**config.mk**
```make
export PLATFORM = sky130hd
export DESIGN_NAME = serial_add_ctrl
export DESIGN_NICKNAME = d
export VERILOG_FILES = /design/src/rtl/serial_add_ctrl.sv
export SDC_FILE = /design/constraint.sdc
export NUM_CORES = 1
export LEC_CHECK = 0
export ABC_AREA = 1
export CAP_MARGIN = 20
export CORE_ASPECT_RATIO = 1.4
export CORE_MARGIN = 10
export CORE_UTILIZATION = 40
export DETAILED_ROUTE_END_ITERATION = 12
export DONT_BUFFER_PORTS = 1
export MAX_ROUTING_LAYER = met4
export PLACE_DENSITY = 0.64
export SLEW_MARGIN = 20
export SYNTH_ARGS = -nofsm -noshare
export SYNTH_HDL_FRONTEND = slang
export SYNTH_SLANG_ARGS = --single-unit
```
**constraint.sdc**
```tcl
create_clock -name clk -period 1.7 [get_ports clk]
set_input_delay 0.255 -clock clk [delete_from_list [all_inputs] [get_ports clk]]
set_output_delay 0.255 -clock clk [all_outputs]
set_load 0.01 [all_outputs]
```
**src/rtl/serial_add_ctrl.sv**
```systemverilog
// Bit-serial adder: one full adder is reused for every bit, LSB first, over WIDTH clocks.
// Optional subtract mode when SERIAL_ADD_CTRL_SUB_EN is defined (adds the 'sub' input).

module full_adder (
   input  logic a,
   input  logic b,
   input  logic cin,
   output logic s,
   output logic cout
);
   assign s    = a ^ b ^ cin;
   assign cout = (a & b) | (cin & (a ^ b));
endmodule

module serial_add_ctrl #(
   parameter int WIDTH = 8
) (
   input  logic             clk,
   input  logic             rst_n,
   input  logic             start,
   input  logic [WIDTH-1:0] a,
   input  logic [WIDTH-1:0] b,
   input  logic             cin,
`ifdef SERIAL_ADD_CTRL_SUB_EN
   input  logic             sub,
`endif
   output logic             busy,
   output logic             done,
   output logic [WIDTH-1:0] sum,
   output logic             cout
);
   localparam int CNT_W = $clog2(WIDTH);
   localparam logic [CNT_W-1:0] LAST = CNT_W'(WIDTH - 1);

   typedef enum logic [1:0] {IDLE, RUN, DONE} state_t;

   state_t             state_reg, state_next;
   logic [WIDTH-1:0]   a_sh_reg, a_sh_next;
   logic [WIDTH-1:0]   b_sh_reg, b_sh_next;
   logic               carry_reg, carry_next;
   logic [CNT_W-1:0]   cnt_reg, cnt_next;
   logic [WIDTH-1:0]   sum_reg, sum_next;
   logic               cout_reg, cout_next;
   logic               fa_s, fa_co;
   logic [WIDTH-1:0]   b_load;
   logic               carry_load;

`ifdef SERIAL_ADD_CTRL_SUB_EN
   // a - b computed as a + ~b + 1; cout=1 then means no borrow
   assign b_load     = sub ? ~b : b;
   assign carry_load = sub ? 1'b1 : cin;
`else
   assign b_load     = b;
   assign carry_load = cin;
`endif

   full_adder u_fa (
      .a    (a_sh_reg[0]),
      .b    (b_sh_reg[0]),
      .cin  (carry_reg),
      .s    (fa_s),
      .cout (fa_co)
   );

   always_comb begin
      state_next = state_reg;
      a_sh_next  = a_sh_reg;
      b_sh_next  = b_sh_reg;
      carry_next = carry_reg;
      cnt_next   = cnt_reg;
      sum_next   = sum_reg;
      cout_next  = cout_reg;
      case (state_reg)
         IDLE: begin
            if (start) begin
               a_sh_next  = a;
               b_sh_next  = b_load;
               carry_next = carry_load;
               cnt_next   = '0;
               state_next = RUN;
            end
         end
         RUN: begin
            // Result bits fill the MSBs vacated by operand A, so A's register doubles as the partial result
            a_sh_next  = {fa_s, a_sh_reg[WIDTH-1:1]};
            b_sh_next  = {1'b0, b_sh_reg[WIDTH-1:1]};
            carry_next = fa_co;
            cnt_next   = cnt_reg + CNT_W'(1);
            if (cnt_reg == LAST) begin
               sum_next   = {fa_s, a_sh_reg[WIDTH-1:1]};
               cout_next  = fa_co;
               state_next = DONE;
            end
         end
         DONE:    state_next = IDLE;
         default: state_next = IDLE;
      endcase
   end

   always_ff @(posedge clk or negedge rst_n) begin
      if (!rst_n) begin
         state_reg <= IDLE;
         a_sh_reg  <= '0;
         b_sh_reg  <= '0;
         carry_reg <= 1'b0;
         cnt_reg   <= '0;
         sum_reg   <= '0;
         cout_reg  <= 1'b0;
      end else begin
         state_reg <= state_next;
         a_sh_reg  <= a_sh_next;
         b_sh_reg  <= b_sh_next;
         carry_reg <= carry_next;
         cnt_reg   <= cnt_next;
         sum_reg   <= sum_next;
         cout_reg  <= cout_next;
      end
   end

   assign busy = (state_reg == RUN);
   assign done = (state_reg == DONE);
   assign sum  = sum_reg;
   assign cout = cout_reg;

endmodule

```
After elaboration in Yosys (flattened, before gate mapping)
Index checks and enable logic that the tools add are counted.
{"block": "totals", "register_bits": 31, "in_bits": 20, "output_inout_bits": 11, "elab_cells": 34}
{"block": "op_classes", "addsub": 1, "n_eq_ne": 5, "muxes": 11, "bitwise_logic": 5, "n_reduce_logical": 5}
{"operator": "8-bit one-hot mux with 2 select lines", "count": 2}
{"operator": "8-bit 2-to-1 mux", "count": 2}
{"operator": "3-bit one-hot mux with 2 select lines", "count": 1}
{"operator": "2-bit AND reduction", "count": 3}
{"operator": "2-bit 2-to-1 mux", "count": 2}
{"operator": "2-bit one-hot mux with 2 select lines", "count": 1}
{"operator": "3-bit by 1-bit adder with 3-bit output (second input constant)", "count": 1}
{"operator": "3-bit == test (second input constant)", "count": 1}
{"operator": "3-bit 2-to-1 mux", "count": 1}
{"operator": "1-bit bitwise AND", "count": 2}
{"operator": "2-bit by 1-bit == test with 1-bit output (second input constant)", "count": 1}
{"operator": "2-bit == test (second input constant)", "count": 1}
{"operator": "2-bit zero test", "count": 1}
{"operator": "2-bit by 1-bit != test with 1-bit output (second input constant)", "count": 1}
{"operator": "2-bit != test (second input constant)", "count": 1}
{"operator": "1-bit one-hot mux with 2 select lines", "count": 1}
{"operator": "2-bit nonzero test", "count": 1}
{"operator": "1-bit bitwise XOR", "count": 2}
{"operator": "1-bit 2-to-1 mux", "count": 1}
{"operator": "1-bit bitwise OR", "count": 1}

Longest topological paths before layout
Gate-level depths: netlist of run 1.
{"block": "logic_depth", "ltp_word": 4, "ltp_mapped": 7, "mapped_depth_nobuf": 6}

Hierarchy
A second synthesis of run 1 with hierarchy kept.
{"block": "unflattened", "hier_cells": 189, "hier_area_um2": 1550.2}
{"module": "serial_add_ctrl", "instances": 1, "cells_per_inst": 188, "area_each_um2": 1530.2, "seq_area_each_um2": 775.7}
{"module": "full_adder", "instances": 1, "cells_per_inst": 1, "area_each_um2": 20.0, "seq_area_each_um2": 0.0}

Worst setup path after synthesis of run 1
Ideal clock, no wire load.
{"block": "synth_path", "path_kind": "reg2reg", "from": "register carry_reg", "to": "register a_sh_reg[7]", "setup_ns": 0.117, "arrival_ns": 1.112, "required_ns": 1.583, "setup_slack_ns": 0.471, "path_stages_with_launch": 6, "n_path_buf": 0, "synth_period_minus_slack_ns": 1.229, "cell_sequence": "dfrtp_1 > fa_1 > inv_1 > nand3_1 > nand3_1 > nand2_1"}
{"block": "synth_between", "elab_chain_len": 2}
{"element": "from (decl)", "line_no": "40", "text": "logic carry_reg, carry_next;"}
{"element": "from (signal assigned)", "line_no": "113", "text": "carry_reg <= carry_next;"}
{"element": "1-bit bitwise XOR", "line_no": "11", "text": "assign s = a ^ b ^ cin;"}
{"element": "net fa_s", "line_no": "44", "text": "logic fa_s, fa_co;"}
{"element": "8-bit one-hot mux with 2 select lines", "line_no": "73", "text": "case (state_reg)"}
{"element": "to (signal assigned)", "line_no": "111", "text": "a_sh_reg <= a_sh_next;"}
{"element": "to (decl)", "line_no": "38", "text": "logic [WIDTH-1:0] a_sh_reg, a_sh_next;"}
The timed path passes the listed nets, and every way through them passes these cells.
A chain may end at the register's enable or synchronous reset.

Worst setup path after layout of run 1
{"block": "layout_path", "from": "register state_reg[1]", "to": "output done"}
{"block": "layout_between", "elab_chain_len": 1}
{"element": "from (decl)", "line_no": "37", "text": "state_t state_reg, state_next;"}
{"element": "from (signal assigned)", "line_no": "110", "text": "state_reg <= state_next;"}
{"element": "2-bit == test", "line_no": "121", "text": "assign done = (state_reg == DONE);"}
{"element": "to (decl)", "line_no": "28", "text": "output logic done,"}
Every way passes these cells.

==> results.md, run 1 <==
- Outcome: complete, no violations
- Largest cells by area after synthesis: dfrtp_1, nand2_1, nand3_1, inv_1, o21ai_2
- Buffers on Ports: 0
- Most common cell in the netlist: nand2_1
- Clock root buffer: clkbuf_8
- Fillers: 390
- WP buf/inv: 2
- Hold Fails Final Rpt: 0
- Fin crit share: 89.3%
- Syn avg cell area: 8.28 µm²
- Reg2reg start: state_reg[1]
- Worst setup path class: reg -> out
- Final net count: 220
- H-tree levels: 2
- Clk pwr share: 16.0%
- First-pass GRT wire length: 5800 µm
- Ratio of cells with drive above 1 in the final layout: 12.8%
- Clk sinks: 31
- Achievable clock frequency: 658 MHz
- Ys flop type: dfrtp_1
- Hold Crit Class: in -> reg
- Seq/Total Area, Yosys: 48.8%
- Seq pwr share: 42.3%
- Post-route antenna net violation count: 0
- Max Transition Viols Final: 0
- Vias/cell: 4.94
- Initial core utilization: 40.9%
- Post-Place Setup Slack: 335 ps
- Via count: 1181
- Die Y: 94.6 µm
- Clock skew: 2.46 ps
- P per Cell Area: 1900 nW/µm²
- Die Area: 6930 µm²
- CTS tree: yes
- First DRT Iteration DRCs: 51
- Ys async rst share: 100%
- TNS Setup: 0 ps
- # diodes: 0
- Crit path capture type: primary output
- Setup violators final: 0
- Slowest CP cell: dfrtp_1
- GRT Total Usage: 10.9%
- Startpoint of the worst hold path: a[1]
- Vias in the first global route: 1321
- Leading area contributor after synthesis: dfrtp_1
- Syn Std Cell Area: 1590 µm²
- Final worst path period need: 1520 ps
- Die W: 73.3 µm
- Internal power: 0.00188 W
- Worst-path cell chain: inv_2 > buf_4 > nor2_1
- WL per Instance: 13.9 µm
- Cell count after synthesis: 192
- Leakage: 0.950 nW
- Row count: 27
- Post-route worst setup slack: 181 ps
- Design Area, Final: 1710 µm²
- CTS max path bufs: 2
- Launch point of the critical path: state_reg[1]
- Peak supply drop: 0.929 mV
- Area share of the largest cell type after synthesis: 48.8%
- Netlist cell types: 20
- # IOs: 31
- Arr. time, crit path: 1260 ps
- Placed Area: 1610 µm²
- CP top delay family: flip-flops
- Number of antenna violations at the first check in global routing: 0
- CTS buffer count: 5
- Final GP Congestion: 0.788
- Design Power: 0.00326 W
- Psw: 0.00137 W
- DP HPWL: 2410 µm
- Total wire length: 3310 µm
- CP startpoint kind: register
- Syn-to-layout area delta: 7.63%
- Worst skew pair latency: 280 ps
- TritonRoute pass-1 iters: 6
- RSZ-0062 raised after global routing: false
- Switch share: 42.2%
- Syn_nets: 215
- Core area: 3880 µm²
- Top post-synthesis cells by count: nand2_1, nand3_1, inv_1
- Drt drc: 0
- Comb pwr share: 41.6%
- Yosys warnings: 0
- Post-synth EDFFs: 0
- Pin count of the biggest net entering global routing: 32
- Worst rel slew slack: 79.7%
- Reg clk slew, reported paths: 60 ps
- Max-Cap Viols: 0
- Critical Path Fanout Max: 13
- Slowest cell delay on critical path: 410 ps
- CP Data Required Time: 1440 ps
- Register bit count reported by yosys: 31
- Worst Tran Pin Value: 305 ps
- GR Overflow Total: 0
cells in the final DEF, fill, tap and decap left out, types with 2 or more instances in the layout:
cell / synthesis / final
nand2_1: 63 / 63
nand3_1: 34 / 34
inv_1: 32 / 32
dfrtp_1: 31 / 31
o21ai_2: 8 / 8
clkbuf_8: 0 / 5
nor2_1: 3 / 3
buf_4: 2 / 3
inv_2: 2 / 2
nand2_8: 2 / 2
nand2_4: 2 / 2
ha_1: 2 / 2
kinds of logic (layout without fill, tap and decap cells):
kind of cell | count (synthesis) | count (layout) | synth area share, %
buf+inv | 42 | 46 | 12.0
simple gates | 105 | 105 | 30.9
compound gates | 11 | 11 | 5.43
flops | 31 | 31 | 48.8
fa+ha+maj | 3 | 3 | 2.83
final timing paths:
check	to	slack, ps	depth (start not counted)
min in group asynchronous	cnt_reg[1]	410	2
min reg2reg	cnt_reg[0]	470	1
min	a_sh_reg[1]	130	2
max in group asynchronous	a_sh_reg[1]	1120	2
max reg2reg	carry_reg	330	6
max	done	180	3
per-stage QoR:
stage / instances / utilization [%] / hold WS [ps]
global route: 239 / 44.1 / 146
CTS: 239 / 44.1 / 127
floorplan: 192 / - / -40.6
detailed placement: 231 / 41.4 / -39.2
global placement: 231 / 41.4 / -39.4
finish: 239 / 44.1 / 131
repair_timing:
item,in CTS,in global routing
resized for setup,0,0
hold endpoints to repair,31,0
setup buffers,0,0
hold buffers,2,0
power by group through the flow:
stage / clock (W) / sequential (W) / combinational (W)
global route: 0.000575 / 0.00143 / 0.00162
finish: 0.000523 / 0.00138 / 0.00136
global placement: 0 / 0.00140 / 0.00132
detailed placement: 0 / 0.00140 / 0.00136
floorplan: 0 / 0.00131 / 0.00119
CTS: 0.000544 / 0.00139 / 0.00139
cell type report:
cell class / instances / area (µm²) / share of cell area (%)
clock buffers: 6 / 72.6 / 4.24
inverters: 35 / 134 / 7.82
multi-input cells: 119 / 623 / 36.4
flip-flops and latches: 31 / 776 / 45.3
well taps: 43 / 53.8 / 3.14
repair buffers: 5 / 52.6 / 3.07
metal layers:
layer	track usage, %	wire (µm)	vias up
met5	-	0	-
met2	17.3	1600	31
li1	-	-	595
met3	4.93	244	5
met1	11.7	1420	550
met4	4.21	51	0
No activity file was read; power rests on OpenSTA's default activity.
==> inputs of run 2 (changes only) <==
- CTS_BUF_LIST: default -> sky130_fd_sc_hd__clkbuf_2 sky130_fd_sc_hd__clkbuf_4 sky130_fd_sc_hd__clkbuf_8
- MAX_ROUTING_LAYER: met4 -> default
==> results.md, run 2 (same netlist as run 1, synthesis figures left out) <==
- Clk sinks: 31
- Post-CTS Setup Repair Bufs: 0
- Achievable clock frequency: 663 MHz
- Clk pwr share: 16.5%
- Arr. time, crit path: 1250 ps
- FF-to-FF setup slack: 330 ps
- Worst setup path class: reg -> out
- Peak supply drop: 0.928 mV
- Row count: 27
- Initial core utilization: 40.9%
- Critical Path Fanout Max: 13
- Syn-to-layout area delta: 7.87%
- TNS Setup: 0 ps
- Buffers on Ports: 0
- Worst Tran Pin Value: 297 ps
- Worst-case hold slack: 131 ps
- Drt drc: 0
- Psw: 0.00136 W
- Clock skew: 2.39 ps
- # diodes: 0
- Via count: 1180
- Final net count: 220
- Clock root buffer: clkbuf_8
- TritonRoute pass-1 iters: 4
- CP startpoint kind: register
- GR Overflow Total: 0
- Total wire length: 3280 µm
- Design Power: 0.00327 W
- Outcome: complete, no violations
- CP Data Required Time: 1440 ps
- Worst rel slew slack: 80.2%
- Number of antenna violations at the first check in global routing: 0
- Post-route antenna net violation count: 0
- Worst skew pair latency: 280 ps
- Quantity of gates resized following cts: 0
- Reg clk slew, reported paths: 60 ps
- CTS tree: yes
- Crit path capture type: primary output
- WL per Instance: 13.7 µm
- R2R Path End: carry_reg
- Vias/cell: 4.94
- Most frequent cells in the layout: nand2_1, nand3_1, inv_1
- Comb pwr share: 41.3%
- # IOs: 31
- Max Transition Viols Final: 0
- H-tree levels: 2
- Most common cell after layout, fill and taps aside: nand2_1
- Max-Cap Viols: 0
- Die Y: 94.6 µm
- Leakage: 0.953 nW
- First-pass GRT wire length: 5780 µm
- RSZ-0062 raised after global routing: false
- Vias in the first global route: 1323
- Reg2reg start: state_reg[1]
- Fin crit share: 88.7%
- DP HPWL: 2410 µm
- Worst Setup EP: done
- P per Cell Area: 1900 nW/µm²
- Hold Fails Final Rpt: 0
- First DRT Iteration DRCs: 49
- GRT Total Usage: 10.6%
- Seq pwr share: 42.2%
- Hold-fix buffers at CTS: 2
- CTS buffer count: 5
- Internal power: 0.00190 W
- Hold Crit Class: in -> reg
- Final worst path period need: 1510 ps
- Ratio of cells with drive above 1 in the final layout: 13.3%
- Die Area: 6930 µm²
- Pin count of the biggest net entering global routing: 32
- Setup violators final: 0
- Switch share: 41.8%
- Die W: 73.3 µm
- Final GP Congestion: 0.778
- Worst R2R Path Depth: 6
- Core area: 3880 µm²
- CTS max path bufs: 2
- Launch point of the critical path: state_reg[1]
==> run 2: per-layer routing <==
metal / track usage, % / vias to the layer above / wire (µm)
met5: 0 / - / 0
met1: 11.0 / 549 / 1290
met3: 5.98 / 7 / 307
li1: - / 594 / -
met2: 17.3 / 30 / 1630
met4: 4.21 / 0 / 57
==> run 2: how the worst min path moves through the flow <==
stage / cells after the start / slack (ps) / endpoint / startpoint
global route: 2 / 150 / a_sh_reg[1] / a[1]
CTS: 2 / 130 / a_sh_reg[1] / a[1]
global placement: 0 / -40 / cnt_reg[2] / rst_n
finish: 2 / 130 / a_sh_reg[1] / a[1]
detailed placement: 0 / -40 / cnt_reg[2] / rst_n
floorplan: 0 / -40 / a_sh_reg[0] / rst_n
==> run 2: power by group through the flow <==
stage / Combinational, W / Sequential (W) / Clock (W)
after floorplan: 0.00119 / 0.00131 / 0
after global placement: 0.00132 / 0.00140 / 0
after detailed placement: 0.00136 / 0.00140 / 0
after CTS: 0.00139 / 0.00139 / 0.000560
after global routing: 0.00162 / 0.00143 / 0.000590
final: 0.00135 / 0.00138 / 0.000538
==> run 2: final cells by class <==
cell class / instances / area [µm²]
clock buffer: 6 / 76.3
fill: 390 / 2170
tap: 43 / 53.8
multi-input combinational: 119 / 623
inverter: 35 / 134
timing repair buffer: 5 / 52.6
sequential: 31 / 776
==> run 2: worst max-delay path: stages (launching register included) <==
cell     delay, ps
dfrtp_1        410
inv_2          160
buf_4          200
nor2_1         190
==> run 2: through the flow <==
step                worst slack (ps)  instance area, µm²  cells  utilization (%)
global route                    99.7                1720    239             44.2
detailed placement               335                1610    231             41.4
global placement                 343                1610    231             41.4
floorplan                        471                1590    192                -
finish                           191                1720    239             44.2
CTS                              164                1720    239             44.2
==> inputs of run 3 (changes only) <==
- CTS_CLUSTER_SIZE: default -> 30
==> results of run 3 <==
Final layout, timing and power as in run 2 (identical DEF).
